$ cat config.mk
export PLATFORM = sky130hd
export DESIGN_NAME = multicycle_sequencer
export DESIGN_NICKNAME = d
export VERILOG_FILES = /design/src/rtl/multicycle_sequencer.sv
export SDC_FILE = /design/constraint.sdc
export NUM_CORES = 1
export LEC_CHECK = 0
export CORE_AREA = 2 2 68 70
export CTS_CLUSTER_DIAMETER = 50
export DETAILED_ROUTE_END_ITERATION = 8
export DIE_AREA = 0 0 70 72
export PLACE_DENSITY = 0.83
export SETUP_SLACK_MARGIN = 0.2
export SYNTH_ARGS = -nofsm -noshare
export SYNTH_HDL_FRONTEND = slang
export SYNTH_SLANG_ARGS = --single-unit
export TNS_END_PERCENT = 100
$ cat constraint.sdc
create_clock -name clk -period 1.7 [get_ports clk]
set_input_delay 0.34 -clock clk [delete_from_list [all_inputs] [get_ports clk]]
set_output_delay 0.34 -clock clk [all_outputs]
set_load 0.03 [all_outputs]
$ cat src/rtl/multicycle_sequencer.sv
// Multicycle control sequencer: FETCH/DECODE/EXEC/MEM/WB/TRAP FSM driving a
// single-bus datapath from a latched opcode, with a retired-instruction counter.
module multicycle_sequencer (
  input  logic        clk,
  input  logic        reset,
  input  logic [31:0] instr,
  input  logic        imem_ready,
  input  logic        dmem_ready,
  output logic        imem_req,
  output logic        ir_write,
  output logic        pc_write,
  output logic [1:0]  pc_src,
  output logic        branch,
  output logic        alu_src,
  output logic [2:0]  alu_op,
  output logic        reg_dst,
  output logic        mem_to_reg,
  output logic        reg_write,
  output logic        dmem_req,
  output logic        dmem_we,
  output logic [2:0]  state,
  output logic        illegal,
  output logic [15:0] retired
);

  localparam logic [2:0] S_FETCH  = 3'd0;
  localparam logic [2:0] S_DECODE = 3'd1;
  localparam logic [2:0] S_EXEC   = 3'd2;
  localparam logic [2:0] S_MEM    = 3'd3;
  localparam logic [2:0] S_WB     = 3'd4;
  localparam logic [2:0] S_TRAP   = 3'd5;

  localparam logic [5:0] OP_RTYPE = 6'b000000;
  localparam logic [5:0] OP_ADDI  = 6'b010000;
  localparam logic [5:0] OP_ANDI  = 6'b010001;
  localparam logic [5:0] OP_XORI  = 6'b010010;
  localparam logic [5:0] OP_BEQ   = 6'b010011;
  localparam logic [5:0] OP_LW    = 6'b010101;
  localparam logic [5:0] OP_SW    = 6'b010110;
  localparam logic [5:0] OP_SLT   = 6'b010111;
  localparam logic [5:0] OP_SLTI  = 6'b011000;
  localparam logic [5:0] OP_JUMP  = 6'b110000;

  logic [2:0]  r_state;
  logic [5:0]  r_opcode;
  logic        r_illegal;
  logic [15:0] r_retired;

  logic [2:0]  w_next_state;
  logic        w_retire;
  logic        w_defined;
  logic [2:0]  w_alu_op;
  logic        w_alu_src;
  logic        w_is_jump;
  logic        w_is_beq;
  logic        w_is_lw;
  logic        w_is_sw;
  logic        w_is_rd;
  logic        w_fetch_accept;
  logic        w_alu_phase;
  logic        w_unused_instr;

  // Only the opcode field steers control; operand fields belong to the datapath.
  assign w_unused_instr = ^instr[25:0];

  // Opcode classification, all from the latched opcode.
  always_comb begin
    w_defined = 1'b1;
    w_alu_op  = 3'b000;
    w_alu_src = 1'b0;
    case (r_opcode)
      OP_RTYPE: w_alu_op = 3'b010;
      OP_ADDI:  begin w_alu_op = 3'b011; w_alu_src = 1'b1; end
      OP_ANDI:  begin w_alu_op = 3'b100; w_alu_src = 1'b1; end
      OP_XORI:  begin w_alu_op = 3'b101; w_alu_src = 1'b1; end
      OP_BEQ:   w_alu_op = 3'b001;
      OP_LW:    begin w_alu_op = 3'b000; w_alu_src = 1'b1; end
      OP_SW:    begin w_alu_op = 3'b000; w_alu_src = 1'b1; end
      OP_SLT:   w_alu_op = 3'b010;
      OP_SLTI:  begin w_alu_op = 3'b110; w_alu_src = 1'b1; end
      OP_JUMP:  w_alu_op = 3'b111;
      default:  w_defined = 1'b0;
    endcase
  end

  assign w_is_jump = (r_opcode == OP_JUMP);
  assign w_is_beq  = (r_opcode == OP_BEQ);
  assign w_is_lw   = (r_opcode == OP_LW);
  assign w_is_sw   = (r_opcode == OP_SW);
  assign w_is_rd   = (r_opcode == OP_RTYPE) || (r_opcode == OP_SLT);

  // Fetch strobes qualify on imem_ready so a stalled fetch never advances the PC.
  assign w_fetch_accept = (r_state == S_FETCH) && imem_ready && !reset;
  assign w_alu_phase    = (r_state == S_DECODE) || (r_state == S_EXEC) ||
                          (r_state == S_MEM)    || (r_state == S_WB);

  always_comb begin
    w_next_state = S_FETCH;
    w_retire     = 1'b0;
    case (r_state)
      S_FETCH:  w_next_state = imem_ready ? S_DECODE : S_FETCH;
      S_DECODE: begin
        if (w_is_jump) begin
          w_next_state = S_FETCH;
          w_retire     = 1'b1;
        end else if (!w_defined) begin
          w_next_state = S_TRAP;
        end else begin
          w_next_state = S_EXEC;
        end
      end
      S_EXEC: begin
        if (w_is_beq) begin
          w_next_state = S_FETCH;
          w_retire     = 1'b1;
        end else if (w_is_lw || w_is_sw) begin
          w_next_state = S_MEM;
        end else begin
          w_next_state = S_WB;
        end
      end
      S_MEM: begin
        if (!dmem_ready) begin
          w_next_state = S_MEM;
        end else if (w_is_sw) begin
          w_next_state = S_FETCH;
          w_retire     = 1'b1;
        end else begin
          w_next_state = S_WB;
        end
      end
      S_WB: begin
        w_next_state = S_FETCH;
        w_retire     = 1'b1;
      end
      S_TRAP:  w_next_state = S_TRAP;
      default: w_next_state = S_FETCH;
    endcase
  end

  always_comb begin
    imem_req   = 1'b0;
    ir_write   = 1'b0;
    pc_write   = 1'b0;
    pc_src     = 2'd0;
    branch     = 1'b0;
    alu_src    = 1'b0;
    alu_op     = 3'b000;
    reg_dst    = 1'b0;
    mem_to_reg = 1'b0;
    reg_write  = 1'b0;
    dmem_req   = 1'b0;
    dmem_we    = 1'b0;
    if (w_alu_phase) begin
      alu_op  = w_alu_op;
      alu_src = w_alu_src;
    end
    case (r_state)
      S_FETCH: begin
        imem_req = 1'b1;
        ir_write = w_fetch_accept;
        pc_write = w_fetch_accept;
      end
      S_DECODE: begin
        if (w_is_jump) begin
          pc_write = 1'b1;
          pc_src   = 2'd2;
        end
      end
      S_EXEC: begin
        if (w_is_beq) begin
          branch = 1'b1;
          pc_src = 2'd1;
        end
      end
      S_MEM: begin
        dmem_req = 1'b1;
        dmem_we  = w_is_sw;
      end
      S_WB: begin
        reg_write  = 1'b1;
        reg_dst    = w_is_rd;
        mem_to_reg = w_is_lw;
      end
      default: ;
    endcase
  end

  always_ff @(posedge clk or posedge reset) begin
    if (reset) begin
      r_state <= S_FETCH;
    end else begin
      r_state <= w_next_state;
    end
  end

  always_ff @(posedge clk or posedge reset) begin
    if (reset) begin
      r_opcode <= 6'b000000;
    end else if ((r_state == S_FETCH) && imem_ready) begin
      r_opcode <= instr[31:26];
    end
  end

  always_ff @(posedge clk or posedge reset) begin
    if (reset) begin
      r_illegal <= 1'b0;
    end else if ((r_state == S_DECODE) && !w_defined) begin
      r_illegal <= 1'b1;
    end
  end

  always_ff @(posedge clk or posedge reset) begin
    if (reset) begin
      r_retired <= 16'h0000;
    end else if (w_retire) begin
      r_retired <= r_retired + 16'd1;
    end
  end

  assign state   = r_state;
  assign illegal = r_illegal;
  assign retired = r_retired;

endmodule

=== Word level (Yosys, flattened, before mapping) ===
Index checks and enable logic that the tools add are counted.

* Reduce and logical (&&, ||, !) cells: 15
* Add/sub/neg operators: 1
* Multiplexer cells: 30
* Equality and inequality tests: 14

{| class="wikitable"
|+ Operators by type and width
! cell !! count
|-
| $eq 6x5->1 const B || 8
|-
| $mux 3 || 7
|-
| $pmux 3 s7 || 1
|-
| $mux 1 || 17
|-
| $add 16x1->16 const B || 1
|-
| $pmux 3 s5 || 1
|-
| $reduce_or 10->1 || 1
|-
| $eq 3x2->1 const B || 2
|-
| $eq 3x3->1 const B || 2
|-
| $eq 6x6->1 const B || 1
|-
| $logic_not 6->1 || 1
|-
| $reduce_or 6->1 || 1
|-
| $logic_or 1x1->1 || 5
|-
| $pmux 1 s4 || 1
|-
| $pmux 2 s2 || 1
|-
| $eq 3x1->1 const B || 1
|-
| $logic_and 1x1->1 || 3
|-
| $logic_not 3->1 || 1
|-
| $logic_not 1->1 || 2
|-
| $mux 2 || 1
|-
| $pmux 1 s2 || 1
|-
| $reduce_or 2->1 || 1
|}

* Output and inout port bits: 35
* Logic and storage cells: 64
* Input port bits: 36
* Flip-flop bits (word level): 26

=== Depth between registers and ports, before layout ===
* Depth in word-level cells: 6
* Gate-level depth with buffers: 8

=== Least setup slack after synthesis ===
Ideal clock, no wire load.

* Path type: register -> output
* From: register r_state[0], in the netlist state[0]
* To: output pc_write
* Required time: 1.360 ns
* Stages on the path, launching flop included: 6
* Path slack: -1.221 ns
* Arrival time: 2.581 ns
* Path through: dfrtp_1 > buf_6 > nor3_1 > nand2_1 > nor2_1 > or2_2

* Longest elaborated chain between the ends: 4
* Elaborated cells on any way between the ends: 5
* Classes of those cells: eq/ne (1); mux (1); reduce/logical (3)

{| class="wikitable"
|+ Ends and longest elaborated chain
! item !! line !! text
|-
| start, declared || 44 || <nowiki>logic [2:0] r_state;</nowiki>
|-
| start signal, assigned || 193 || <nowiki>r_state <= w_next_state;</nowiki>
|-
| $logic_not 3->1 || 93, 158 ||
|-
| $logic_and 1x1->1 (2 in series) || 93 || <nowiki>assign w_fetch_accept = (r_state == S_FETCH) && imem_ready && !reset;</nowiki>
|-
| $pmux 1 s2 * || 158 || <nowiki>case (r_state)</nowiki>
|-
| end, declared || 11 || <nowiki>output logic pc_write,</nowiki>
|}

Every way passes the cells marked *; elsewhere a longest branch is shown, timed or not.

=== Worst setup path after layout ===
* From: register r_opcode[2]
* To: output alu_op[1]

* Longest elaborated chain between the ends: 4
* Elaborated cells on any way between the ends: 11
* Classes of those cells: eq/ne (7); mux (2); reduce/logical (2)

{| class="wikitable"
|+ Ends and longest elaborated chain
! item !! line !! text
|-
| start, declared || 45 || <nowiki>logic [5:0] r_opcode;</nowiki>
|-
| start signal, assigned || 201 || <nowiki>r_opcode <= instr[31:26];</nowiki>
|-
| $eq 6x5->1 or $logic_not 6->1 (tied branches) || 71 || <nowiki>case (r_opcode)</nowiki>
|-
| $reduce_or 2->1 (no line) || - ||
|-
| $pmux 3 s7 * || 71 ||
|-
| $mux 3 * || 154 || <nowiki>if (w_alu_phase) begin</nowiki>
|-
| end, declared || 15 || <nowiki>output logic [2:0] alu_op,</nowiki>
|}

Marked as above.

==> impl_metrics.py <==
metrics = {
    "timing": {
        "grt_setup_unrepaired": "yes",
        "fmax_mhz": 480.9,
        "hold_slack_ns": 0.4710,
        "worst_slack_ns": -0.3796,
        "hold_viol_final": 0,
        "maxSlewViolCount": 0,
        "slew_headroom": 0.6709,
        "setup_viol": 35,
        "fin_setup_tns_ns": -6.173,
        "tightest_slew_ns": 0.4925,
        "period_minus_slack_ns": 2.080,
        "fin_skew_ns": 0.007347,
        "finalCritPeriodShare": 1.223,
    },
    "routing": {
        "drt_pre_antenna_iters": 4,
        "final_antenna_net_count": 0,
        "drtIter0Drc": 65,
        "drc_errors": 0,
        "vias": 1600,
        "wire_per_inst_microns": 15.77,
        "wirelength_microns": 4919,
        "via_per_inst": 5.128,
    },
    "clock_network": {
        "cts_tree": "yes",
        "clock-sinks": 26,
        "clock-root-buffer": "clkbuf_8",
        "htreeDepth": 1,
        "clkTransAtPathRegs_ns": 0.09,
        "cts-buffers-inserted": 3,
        "cts_buffer_depth": 2,
        "insertion_delay_ns": 0.27,
    },
    "global_route": {
        "grt_overflow": 0,
        "grt_pass1_vias": 1589,
        "grt_use_total": 0.1875,
        "grt_pass1_wl_microns": 7569,
        "antenna_found_initial": 0,
        "grt_start_max_net_pins": 27,
    },
    "synthesis": {
        "syn_area_sq_mm": 0.001595,
        "yosysTopAreaCell": "dfrtp_1",
        "yosysUniqueCellTypes": 46,
        "syn_avg_cell_area_sq_um": 9.787,
        "yosysSeqAreaShare": 0.4078,
        "synthTopCellsByArea": "dfrtp_1 (41%), xnor2_1 (6.0%), nand2_1 (5.2%)",
        "netlist.area_leader.share": 0.4078,
        "synth_cells": 163,
        "ys_warn_count": 0,
        "syn_nets": 200,
        "ys_ff_latch": 26,
    },
    "setup_path": {
        "crit_path_start_kind": "flop",
        "crit_arrival_ns": 1.74,
        "reg2reg_depth": 9,
        "path_max_fanout": 4,
        "endpoint_kind": "output port",
        "required_ns": 1.36,
        "critical_path_class": "reg -> out",
    },
    "final_layout": {
        "drive_above_1_share": 0.5500,
        "mostFrequentLayoutCells": "buf_4 (38), buf_6 (35), dfrtp_1 (22), nand2_1 (15), dlygate4sd2_1 (13)",
        "layout.nets": 298,
        "fillCellCount": 317,
        "areaGrowthSynthToFinish_pct": 83.22,
        "diodes": 0,
        "layout.cells.non_filler": 312,
        "layout_commonest_cell": "buf_4",
    },
    "die": {
        "die_area_sq_mm": 0.005040,
        "dieWidth_microns": 70,
        "io_pins": 71,
        "core-area_sq_mm": 0.004264,
        "row_count": 24,
        "initial_core_util": 0.3741,
        "fp.dieH_microns": 72,
    },
    "placed_design": {
        "dpl.hpwl_microns": 2967,
        "placed_cells": 279,
        "gp_congestion": 0.7955,
        "numPortBuffers": 44,
        "pre_cts_slack_ns": -0.4385,
    },
    "run_status": {
        "violations": "setup timing",
        "outcome": "complete, but fails checks",
    },
    "pwr": {
        "p_leak_uw": 0.001496,
        "ir_worst_vdd_v": 0.0009228,
        "power_density_mw_per_mm2": 1781,
    },
    "hold_path": {
        "min_path_type": "reg -> reg",
        "whs_path_depth": 1,
    },
    "job": {
        "max-cap-violations": 0,
    },
}
[timing repair]
item,CTS,global route
pin swaps,35,23
setup buffers,16,13
resized for setup,88,29
endpoints found under the setup margin,61,47
hold buffers,0,0
[final timing paths]
path / slack (ns) / endpoint / start
setup / recovery: -0.38 / alu_op[1] / r_opcode[2]
hold / removal: 0.47 / retired[15] / retired[15]
setup reg to reg: -0.23 / retired[9] / r_opcode[3]
hold reg to reg: 0.47 / retired[15] / retired[15]
max in group asynchronous: 0.90 / r_opcode[3] / reset
min in group asynchronous: 0.51 / state[1] / reset
[state kept, by name, indices dropped and copies added, names as in the netlist]
name	count
r_opcode	6
illegal	1
retired	16
state	3
[per-layer routing]
| layer | global-route usage | wire length [microns] | vias up |
|---|---|---|---|
| met5 | 0 | 0 | - |
| met4 | 0.06197 | 97 | 0 |
| met3 | 0.02222 | 197 | 10 |
| met2 | 0.3524 | 2649 | 52 |
| met1 | 0.2234 | 1975 | 775 |
| li1 | - | - | 763 |
[power breakdown]
group          leakage (uW)  switching, uW  internal (uW)
sequential         0.000329            228            792
combinational       0.00114           1820           2010
clock             0.0000228            188            168
total               0.00150           2230           2970
[cell usage after synthesis (all sizes together)]
cell    instances
a211o           1
a211oi          1
a21oi           4
a31oi           2
and2            2
and2b           1
and3            4
and3b           1
and4            1
and4b           2
buf             7
clkbuf          4
dfrtp          26
ha              1
inv             5
mux2            7
mux2i           1
nand2          22
nand2b          3
nand3           3
nand3b          1
nand4           5
nor2            6
nor2b           1
nor3            8
nor3b           3
nor4            3
nor4b           2
o2111a          1
o21ai           7
o21bai          1
o22ai           3
or2             2
or3             2
or3b            2
xnor2          11
xor2            7
[cells by family after synthesis]
| logic type | share of synthesized area |
|---|---|
| buffers and inverters | 0.06588 |
| XOR/XNOR | 0.09882 |
| AO/OA/AOI/OAI | 0.07608 |
| flip-flops | 0.4078 |
| AND/OR/NAND/NOR | 0.2878 |
| multiplexers | 0.05569 |
| adder cells (fa/ha/maj) | 0.007842 |
[final cells by class]
cell class	instances	area (sq um)	share of cell area
flip-flops and latches	26	655.6	0.2243
repair buffers	104	994.7	0.3403
clock buffers	4	45.04	0.01541
multi-input cells	121	1141	0.3904
inverters	5	21.27	0.007277
well taps	52	65.06	0.02226
[metrics by stage]
step | utilization | instance area (sq um) | total power (uW)
floorplan | - | 1698 | 2675
global placement | 0.5428 | 2315 | 3493
detailed placement | 0.5428 | 2315 | 3544
CTS | 0.6338 | 2703 | 4592
global route | 0.6854 | 2923 | 5481
finish | 0.6854 | 2923 | 5205
[worst max-delay path: stages, from the launching register on]
cell and delay, ns:
dfrtp_1 0.45, buf_6 0.15, nor4_4 0.26, buf_4 0.17, a21oi_2 0.04, o21ai_2 0.13
and2_4 0.16, buf_6 0.12
(Power assumes the default switching activity.)
